<file path="config.mk">
export PLATFORM = sky130hd
export DESIGN_NAME = game_tick_gen
export DESIGN_NICKNAME = d
export VERILOG_FILES = /design/src/rtl/game_tick_gen.sv
export SDC_FILE = /design/constraint.sdc
export NUM_CORES = 1
export LEC_CHECK = 0
export ABC_AREA = 1
export CORE_UTILIZATION = 26
export DETAILED_ROUTE_END_ITERATION = 16
export GPL_ROUTABILITY_DRIVEN = 0
export PLACE_DENSITY = 0.43
export SYNTH_ARGS = -nofsm -noshare
export SYNTH_HDL_FRONTEND = slang
export SYNTH_SLANG_ARGS = --single-unit
</file>
<file path="constraint.sdc">
create_clock -name clk -period 3.24 [get_ports clk]
set_input_delay 0.648 -clock clk [delete_from_list [all_inputs] [get_ports clk]]
set_output_delay 0.648 -clock clk [all_outputs]
set_load 0.005 [all_outputs]
</file>
<file path="src/rtl/game_tick_gen.sv">
// Multi-channel programmable tick generator: per-channel period register, down-counter
// and IDLE/RUN/DONE sequencer producing single-cycle tick pulses.
module game_tick_gen #(
  parameter int CHANNELS       = 2,
  parameter int WIDTH          = 32,
  parameter int DEFAULT_PERIOD = 10_000_000,
  parameter int MIN_PERIOD     = 2,
  parameter int STEP           = 1
) (
  input  logic                                             clk,
  input  logic                                             reset_n,
  input  logic                                             cfg_we,
  input  logic [((CHANNELS > 1) ? $clog2(CHANNELS) : 1)-1:0] cfg_ch,
  input  logic [WIDTH-1:0]                                 cfg_period,
  input  logic [CHANNELS-1:0]                              ch_en,
  input  logic [CHANNELS-1:0]                              ch_oneshot,
  input  logic                                             pause,
  input  logic [CHANNELS-1:0]                              speed_up,
  output logic [CHANNELS-1:0]                              tick,
  output logic [CHANNELS-1:0]                              running,
  output logic [CHANNELS*WIDTH-1:0]                        period_o
);

  localparam logic [WIDTH-1:0] MIN_P   = WIDTH'(MIN_PERIOD);
  localparam logic [WIDTH-1:0] RESET_P = (DEFAULT_PERIOD > MIN_PERIOD) ?
                                         WIDTH'(DEFAULT_PERIOD) : WIDTH'(MIN_PERIOD);

  typedef enum logic [1:0] {
    IDLE = 2'd0,
    RUN  = 2'd1,
    DONE = 2'd2
  } state_t;

  state_t              state_q [CHANNELS];
  state_t              state_d [CHANNELS];
  logic [WIDTH-1:0]    cnt_q   [CHANNELS];
  logic [WIDTH-1:0]    cnt_d   [CHANNELS];
  logic [WIDTH-1:0]    per_q   [CHANNELS];
  logic [WIDTH-1:0]    per_d   [CHANNELS];
  logic [CHANNELS-1:0] tick_q;
  logic [CHANNELS-1:0] tick_d;

  // Clamp a written period to the lower bound.
  function automatic logic [WIDTH-1:0] sat_write(input logic [WIDTH-1:0] p);
    if (p < MIN_P) sat_write = MIN_P;
    else           sat_write = p;
  endfunction

  // Decrement by STEP, evaluated one bit wider so the floor test cannot wrap.
  function automatic logic [WIDTH-1:0] sat_dec(input logic [WIDTH-1:0] p);
    logic [WIDTH:0] floor_v;
    floor_v = {1'b0, MIN_P} + (WIDTH+1)'(STEP);
    if ({1'b0, p} >= floor_v) sat_dec = p - WIDTH'(STEP);
    else                      sat_dec = MIN_P;
  endfunction

  // Next-state: sequencer, counter and period update per channel
  always_comb begin
    tick_d = '0;
    for (int i = 0; i < CHANNELS; i++) begin
      state_d[i] = state_q[i];
      cnt_d[i]   = cnt_q[i];
      per_d[i]   = per_q[i];

      if (!ch_en[i]) begin
        state_d[i] = IDLE;
        cnt_d[i]   = '0;
      end else if (!pause) begin
        unique case (state_q[i])
          IDLE: begin
            state_d[i] = RUN;
            cnt_d[i]   = per_q[i] - WIDTH'(1);
          end
          RUN: begin
            if (cnt_q[i] == '0) begin
              tick_d[i] = 1'b1;
              if (ch_oneshot[i]) begin
                state_d[i] = DONE;
                cnt_d[i]   = '0;
              end else begin
                cnt_d[i] = per_q[i] - WIDTH'(1);
              end
            end else begin
              cnt_d[i] = cnt_q[i] - WIDTH'(1);
            end
          end
          DONE: begin
            state_d[i] = DONE;
          end
          default: begin
            state_d[i] = IDLE;
            cnt_d[i]   = '0;
          end
        endcase
      end

      // A configuration write outranks a same-cycle speed-up on that channel.
      if (cfg_we && (int'(cfg_ch) == i)) begin
        per_d[i] = sat_write(cfg_period);
      end else if (speed_up[i]) begin
        per_d[i] = sat_dec(per_q[i]);
      end
    end
  end

  // Register stage
  always_ff @(posedge clk or negedge reset_n) begin
    if (!reset_n) begin
      tick_q <= '0;
      for (int i = 0; i < CHANNELS; i++) begin
        state_q[i] <= IDLE;
        cnt_q[i]   <= '0;
        per_q[i]   <= RESET_P;
      end
    end else begin
      tick_q <= tick_d;
      for (int i = 0; i < CHANNELS; i++) begin
        state_q[i] <= state_d[i];
        cnt_q[i]   <= cnt_d[i];
        per_q[i]   <= per_d[i];
      end
    end
  end

  always_comb begin
    tick     = tick_q;
    running  = '0;
    period_o = '0;
    for (int i = 0; i < CHANNELS; i++) begin
      running[i]                 = (state_q[i] == RUN);
      period_o[i*WIDTH +: WIDTH] = per_q[i];
    end
  end

endmodule

</file>
Yosys cells after proc, flatten, opt, wreduce, memory -nomap -nowiden. Cells that the tools add are included.

Register bits: 134. Input port bits: 43. Output and inout port bits: 68. Logic and storage cells: 74.

Add/subtract/negate cells: 4. Order comparisons: 3. Equal/unequal tests: 12. Mux-type cells: 35. Bitwise logic cells: 1. Reductions and logical operators: 12.

Operator list (number): $mux 32 (15); $pmux 32 s3 (2); $sub 32x1->32 const B (4); $ge 32x2->1 const B (2); $logic_not 32->1 (2); $lt 32x2->1 const B (1); $mux 2 (8); $pmux 2 s3 (2); $mux 1 (8); $ne 2x2->1 const B (4); $ne 3x2->1 const B (2); $ne 3x3->1 const B (2); $reduce_and 3->1 (2); $eq 2x1->1 const B (2); $eq 2x2->1 const B (2); $logic_not 2->1 (2); $reduce_and 2->1 (2); $reduce_bool 2->1 (2); $logic_and 1x1->1 (2); $not 1->1 (1).

Longest topological paths before layout. Gate-level depths: netlist (run 1).

Word-level depth: 6. Gate-level depth with buffers: 13. Mapped depth without buffers: 13.

Least setup slack after synthesis (run 1). Ideal clock, no wire load.

Kind: register to register. Start point: reg per_q, in the netlist period_o[0]. End point: reg cnt_q[54] (netlist name). Library setup time: 66 ps. Arrival time: 1690 ps. Setup slack: 1484 ps. Cell stages (with the launch flop): 12. Path buffers: 0. Period minus slack after synthesis: 1756 ps. Cells stage by stage: dfrtp_1 > inv_1 > ha_1 > nand2_1 > nor2_1 > nand3_1 > nor2_1 > xor2_1 > nand2_1 > nand2_1 > nand3_1 > nand2_1.

Longest elaborated chain between the ends: 6.

RTL lines: from (decl) (RTL line 38) `logic [WIDTH-1:0] per_q [CHANNELS];`; from (signal, indexed assignment) (RTL line 120) `per_q[i] <= per_d[i];`; $sub 32x1->32 (*) (RTL line 72, 81); $mux 32 (RTL line 77) `if (ch_oneshot[i]) begin`; $mux 32 (RTL line 75) `if (cnt_q[i] == '0) begin`; $pmux 32 s3 (*) (RTL line 69) `unique case (state_q[i])`; $mux 32 (*) (RTL line 68) `end else if (!pause) begin`; $mux 32 (*) (RTL line 65) `if (!ch_en[i]) begin`; to (signal, indexed assignment) (RTL line 119) `cnt_q[i] <= cnt_d[i];`; to (decl) (RTL line 36) `logic [WIDTH-1:0] cnt_q [CHANNELS];`.

Mark *: on every way between the ends. The rest lies on a longest branch, timed or not. The select of a mux whose other input is x is not followed. A chain may end at the register's enable or synchronous reset.

Worst setup path in the final report (run 1).
Start point: in cfg_ch. End point: reg per_q, in the netlist period_o[23].

Longest elaborated chain between the ends: 3. Elaborated cells on any way between the ends: 4.

RTL lines: from (decl) (RTL line 13) `input logic [((CHANNELS > 1) ? $clog2(CHANNELS) : 1)-1:0] cfg_ch,`; $not 1->1 (*) (RTL line 98) `if (cfg_we && (int'(cfg_ch) == i)) begin`; $logic_and 1x1->1 (*) (RTL line 98); $mux 32 / $reduce_bool 2->1 (equally long branches).

Mark *: on every way between the ends. The rest lies on a longest branch, timed or not.

==> results of run 1 <==
## Yosys cell counts (20+ instances only)
library cell	count	share of area (%)
nand4_1	34	2.0
xor2_1	53	4.4
o211ai_1	30	2.1
o221ai_1	22	1.8
o21ai_0	30	1.4
nor2_2	23	1.4
dfrtp_1	118	28
nand2_1	625	22
o21ai_1	30	1.4
nand3_1	125	5.9
inv_1	184	6.5
clkbuf_1	20	0.71
nor2_1	220	7.8
## area by class of cell
type	instances	area [µm²]	area share, %
clock inverter	14	224	1.72
multi-input combinational	1315	6330	48.6
clock buffer	18	429	3.29
timing repair buffer	133	1290	9.88
sequential	134	3370	25.9
inverter	193	724	5.56
tap	525	657	5.04
## final timing paths
path	endpoint	start	slack, ns	cells past startpoint
min in group clk	cnt_q[0]	cnt_q[0]	0.48	2
max	period_o[23]	cfg_ch	0.46	5
max reg2reg	cnt_q[50]	cnt_q[32]	0.84	12
min	cnt_q[2]	reset_n	0.21	1
max in group asynchronous	state_q[0]	reset_n	2.21	2
min reg2reg	cnt_q[0]	cnt_q[0]	0.48	2
## flip-flops by register name, summed over array words and instances, names as in the netlist
| register | count |
|---|---|
| period_o | 64 |
| state_q | 4 |
| tick | 2 |
| cnt_q | 64 |
## worst max-delay path: cells and delay by family
family | cells | cell delay [ns]
compound gates | 1 | 0.48
buf+inv | 2 | 1.33
simple gates | 2 | 0.65
## per-layer routing
metal  vias to the layer above  share of wire, %  GRT usage, %
met5                         -                 0             0
met4                         0               2.3          5.89
met3                        47               3.1          2.85
met2                       197                51          37.5
met1                      5286                44          25.7
li1                       5568                 -             -
## cells by family (layout without fill, tap and decap cells)
| family | after synthesis | after routing |
|---|---|---|
| AOI/OAI and AO/OA | 154 | 154 |
| xor gates and xnor gates | 64 | 64 |
| adders and majority gates | 16 | 16 |
| buffers and inverters | 233 | 358 |
| DFF | 134 | 134 |
| and+or+nand+nor | 1081 | 1081 |
## where the power goes
group / switching [mW] / leakage (nW) / internal [mW]
logic: 3.96 / 4.37 / 2.04
registers: 0.544 / 1.71 / 2.04
clock network: 0.894 / 0.316 / 1.38
total: 5.39 / 6.40 / 5.45
## stage by stage
| step | util, % | hold slack, ns | setup slack [ns] | instance area (µm²) |
|---|---|---|---|---|
| after floorplan | - | 0.352 | 1.48 | 10600 |
| after global placement | 30.9 | 0.463 | 0.143 | 12400 |
| after detailed placement | 30.9 | 0.465 | -0.0312 | 12400 |
| after CTS | 32.6 | 0.250 | 0.444 | 13000 |
| after global routing | 32.6 | 0.260 | 0.321 | 13000 |
| final | 32.6 | 0.205 | 0.461 | 13000 |
## layout by cell type, fill, tap and decap left out, types with 3 or more instances in the layout
master,Yosys,layout
xor2_1,53,53
inv_2,6,6
o211ai_1,30,30
dfrtp_1,118,118
nand2_1,625,625
bufinv_16,0,5
inv_6,0,4
nor3_1,11,11
clkinv_4,0,3
a31o_2,5,5
dfstp_2,16,16
nand4_1,34,34
nand2_2,6,6
nand3b_1,3,3
or2_2,5,5
clkinv_1,3,3
inv_1,184,184
buf_4,2,22
o21bai_1,12,12
o221ai_1,22,22
clkdlybuf4s50_1,0,109
xnor2_1,11,11
and2_1,7,7
a21oi_2,2,3
o21ai_0,30,30
nor2_1,220,218
ha_1,16,16
clkbuf_16,0,17
nor2_2,23,25
o22ai_1,8,8
nand3_1,125,125
o21ai_1,30,30
nor2_4,8,8
a21oi_1,12,11
==> flow_summary.json, run 1 <==
{
  "synth_enable_flop_cells": 0,
  "drtPass1Iterations": 6,
  "yosys.area_share.simple_pct": 42.9,
  "skew_ns": 0.00977,
  "outcome": "finished clean",
  "netlist_area_mm2": 0.0106,
  "drt_iter0_markers": 726,
  "drc": 0,
  "clk_latency_ns": 0.45,
  "critPathSlowestCell": "clkinv_1",
  "layout-drive-gt1-share_pct": 7.58,
  "num_antenna_cells": 0,
  "synth_adder_area_share_pct": 1.88,
  "synth-async-reset-ratio_pct": 100,
  "core_area_mm2": 0.0400,
  "fin_crit_ns": 2.78,
  "cap_violations": 0,
  "final_hold_viol_count": 0,
  "final_cells": 2332,
  "path_class": "primary input to register",
  "finalSetupViolations": 0,
  "routedWlPerCell_um": 18.2,
  "hold_buffers": 0,
  "synth-xor-area-share_pct": 5.27,
  "cp.arrival_ns": 3.12,
  "ys_seq_area_share_pct": 31.7,
  "cp_common_cell": "nor2_2",
  "timing.fmax_mhz": 360,
  "worst_pin_slew_ns": 0.778,
  "grt_pass1_wl_um": 65600,
  "p_per_area_mw_per_mm2": 833,
  "synthesis.nets": 1741,
  "drt_wl_total_um": 42600,
  "dieArea_mm2": 0.0417,
  "rsz0062_at_grt": "no",
  "overflow": 0,
  "cts_tree": "built",
  "root_buffer": "clkbuf_16",
  "die-height_um": 204,
  "ys_ff_latch": 134,
  "initial_core_util_pct": 26.6,
  "antenna_found_initial": 0,
  "vias_per_cell": 4.76,
  "hold_path_class": "primary input to asynchronous set/reset pin",
  "vias": 11100,
  "synthMuxAreaShare_pct": 0,
  "leakage_nw": 6.40,
  "synth_top_family_by_area": "simple AND/OR/NAND/NOR gates",
  "synth.avg_cell_area_um2": 6.32,
  "grt_pass1_vias": 11100,
  "post-dp-hpwl_um": 33300,
  "worst_path_largest_cell_delay_ns": 0.83,
  "cp.required_ns": 3.58,
  "critPathLaunchType": "primary input",
  "path_max_fanout": 19,
  "portBuffers": 110,
  "cts-resized-gates": 0,
  "fin_crit_sh_pct": 85.8,
  "cts_buffers": 17,
  "yosys_warnings": 0,
  "peakVddDrop_mv": 0.437,
  "cts_max_path_buffers": 2,
  "post_cts_buffers": 0,
  "nFillCells": 4490,
  "cp-end-kind": "register",
  "ys_types": 43,
  "cts_sinks": 134,
  "synth_cells": 1682,
  "grt_util_all_layers_pct": 20.9,
  "die_w_um": 204,
  "slew_viol_final": 0,
  "syn2layout_area_growth_pct": 22.5,
  "final_net_count": 1853,
  "dpl.cell_count": 2300,
  "synth_compound_area_share_pct": 9.40,
  "synth_ff_type": "dfrtp_1",
  "finalPower_mw": 10.8,
  "grt_start_max_net_pins": 70,
  "critical_path.cell_chain": "clkdlybuf4s50_1 -> nor2_2 -> nor2_2 -> clkinv_1 -> o221ai_1",
  "h-tree-depth": 4,
  "tns_ns": 0,
  "design.portCount": 111,
  "clk_pin_slew_ns": 0.07,
  "drtAntennaViolNets": 0,
  "relSlewSlack_pct": 48.1,
  "row_count": 73
}
No activity file was read; power rests on OpenSTA's default activity.
==> run 2: changes to the inputs <==
Settings changed: TNS_END_PERCENT set to 30.
==> results of run 2 <==
No change in the layout: final DEF, timing and power equal those of run 1.
==> run 3: changes to the inputs <==
Clock period 3.24 ns to 3.4 ns, I/O delays scaled along.
==> flow_summary.json, run 3 (same netlist as run 1, synthesis figures left out) <==
{
  "outcome": "finished clean",
  "skew_ns": 0.00956,
  "cts_sinks": 134,
  "cts_tree": "built",
  "clk_latency_ns": 0.45,
  "tns_ns": 0,
  "path_max_fanout": 19,
  "fin_crit_sh_pct": 78.7,
  "overflow": 0,
  "slew_viol_final": 0,
  "drc": 0,
  "cts-resized-gates": 0,
  "cap_violations": 0,
  "hold_path_class": "primary input to asynchronous set/reset pin",
  "grt_pass1_vias": 11000,
  "cp.required_ns": 3.77,
  "die-height_um": 204,
  "antenna_found_initial": 0,
  "fin_crit_ns": 2.68,
  "finalSetupViolations": 0,
  "p_per_area_mw_per_mm2": 778,
  "use_met3_pct": 2.77,
  "critPathLaunchType": "primary input",
  "cp_common_cell": "nor2_2",
  "worst_slack_ns": 0.723,
  "place_worst_setup_slack_ns": 0.249,
  "layout.cells.most_common_list": "nand2_1, nor2_1, inv_1, nand3_1, dfrtp_1",
  "layout_commonest_cell": "nand2_1",
  "syn2layout_area_growth_pct": 21.5,
  "clk_pin_slew_ns": 0.06,
  "peakVddDrop_mv": 0.543,
  "cp-end-kind": "register",
  "vias_per_cell": 4.79,
  "nFillCells": 4508,
  "met2_usage_pct": 36.2,
  "row_count": 73,
  "die_w_um": 204,
  "post-dp-hpwl_um": 33000,
  "final_hold_viol_count": 0,
  "drtAntennaViolNets": 0,
  "drt_wl_total_um": 42200,
  "grt_util_all_layers_pct": 20.7,
  "critical_path.cell_chain": "clkdlybuf4s50_1 -> nor2_2 -> nor2_2 -> clkinv_1 -> o22ai_1 -> o21bai_1",
  "leakage_nw": 6.33,
  "worst_path_largest_cell_delay_ns": 0.79,
  "grtUsageMet1_pct": 25.8,
  "final_core_util_pct": 32.3,
  "grt.busiest_layer": "met2",
  "num_antenna_cells": 0,
  "relSlewSlack_pct": 49.9,
  "post_cts_buffers": 0,
  "drtPass1Iterations": 5,
  "drt_iter0_markers": 812,
  "timing.fmax_mhz": 374,
  "vias": 11200,
  "grt_start_max_net_pins": 68,
  "cts_max_path_buffers": 2,
  "root_buffer": "clkbuf_16",
  "hold_buffers": 0,
  "cts_buffers": 17,
  "final_net_count": 1851,
  "rsz0062_at_grt": "no",
  "initial_core_util_pct": 26.6,
  "dieArea_mm2": 0.0417,
  "routedWlPerCell_um": 18.1,
  "core_area_mm2": 0.0400,
  "grt_pass1_wl_um": 65400,
  "worst_pin_slew_ns": 0.751,
  "h-tree-depth": 4,
  "cp.arrival_ns": 3.05,
  "design.portCount": 111,
  "critPathSlowestCell": "clkinv_1",
  "layout-drive-gt1-share_pct": 7.42,
  "portBuffers": 110,
  "path_class": "primary input to register"
}
run 3: cell types whose count changed in the layout (fill, tap and decap cells not counted):
cell / change
buf_12: -1
clkinvlp_4: +5
inv_6: -4
clkinv_4: -2
clkbuf_1: +1
buf_4: -1
clkinv_2: +3
bufinv_16: -3
run 3: path summary, 6_finish.rpt:
path | from | end | slack (ns) | cells after the start
max | cfg_ch | period_o[21] | 0.72 | 6
min | reset_n | cnt_q[2] | 0.24 | 1
max reg2reg | period_o[0] | cnt_q[54] | 0.97 | 11
min reg2reg | cnt_q[0] | cnt_q[0] | 0.48 | 2
max in group asynchronous | reset_n | period_o[20] | 2.31 | 2
min in group clk | cnt_q[0] | cnt_q[0] | 0.48 | 2
run 3: report_power, final:
part           switching [mW]  internal [mW]  leakage [nW]
clock network           0.820           1.07         0.261
registers               0.520           1.94          1.71
logic                    3.76           1.93          4.36
run 3: area by class of cell:
| type | instances | area [µm²] | share of cell area, % |
|---|---|---|---|
| multi-input combinational | 1315 | 6330 | 49.0 |
| clock buffer | 19 | 433 | 3.35 |
| timing repair buffer | 131 | 1260 | 9.76 |
| clock inverter | 13 | 134 | 1.04 |
| sequential | 134 | 3370 | 26.1 |
| tap | 525 | 657 | 5.09 |
| inverter | 193 | 724 | 5.61 |
run 3: stage by stage:
| step | hold slack (ns) | cell area (µm²) | power (mW) | std cells |
|---|---|---|---|---|
| floorplan | 0.384 | 10600 | 6.26 | 1682 |
| global placement | 0.468 | 12300 | 8.15 | 2298 |
| detailed placement | 0.465 | 12300 | 8.15 | 2298 |
| CTS | 0.288 | 12900 | 10.1 | 2330 |
| global route | 0.297 | 12900 | 10.9 | 2330 |
| finish | 0.237 | 12900 | 10.0 | 2330 |
run 3: routing by layer:
metal	vias to the layer above	share of wire [%]
li1	5563	-
met1	5301	43
met2	232	50
met3	63	3.3
met4	0	3.0
met5	-	0
run 3: worst max-delay path: cells and delay by family:
kind	cells	cell delay, ns
buffers and inverters	2	1.29
and+or+nand+nor	2	0.61
AOI/OAI and AO/OA	2	0.45
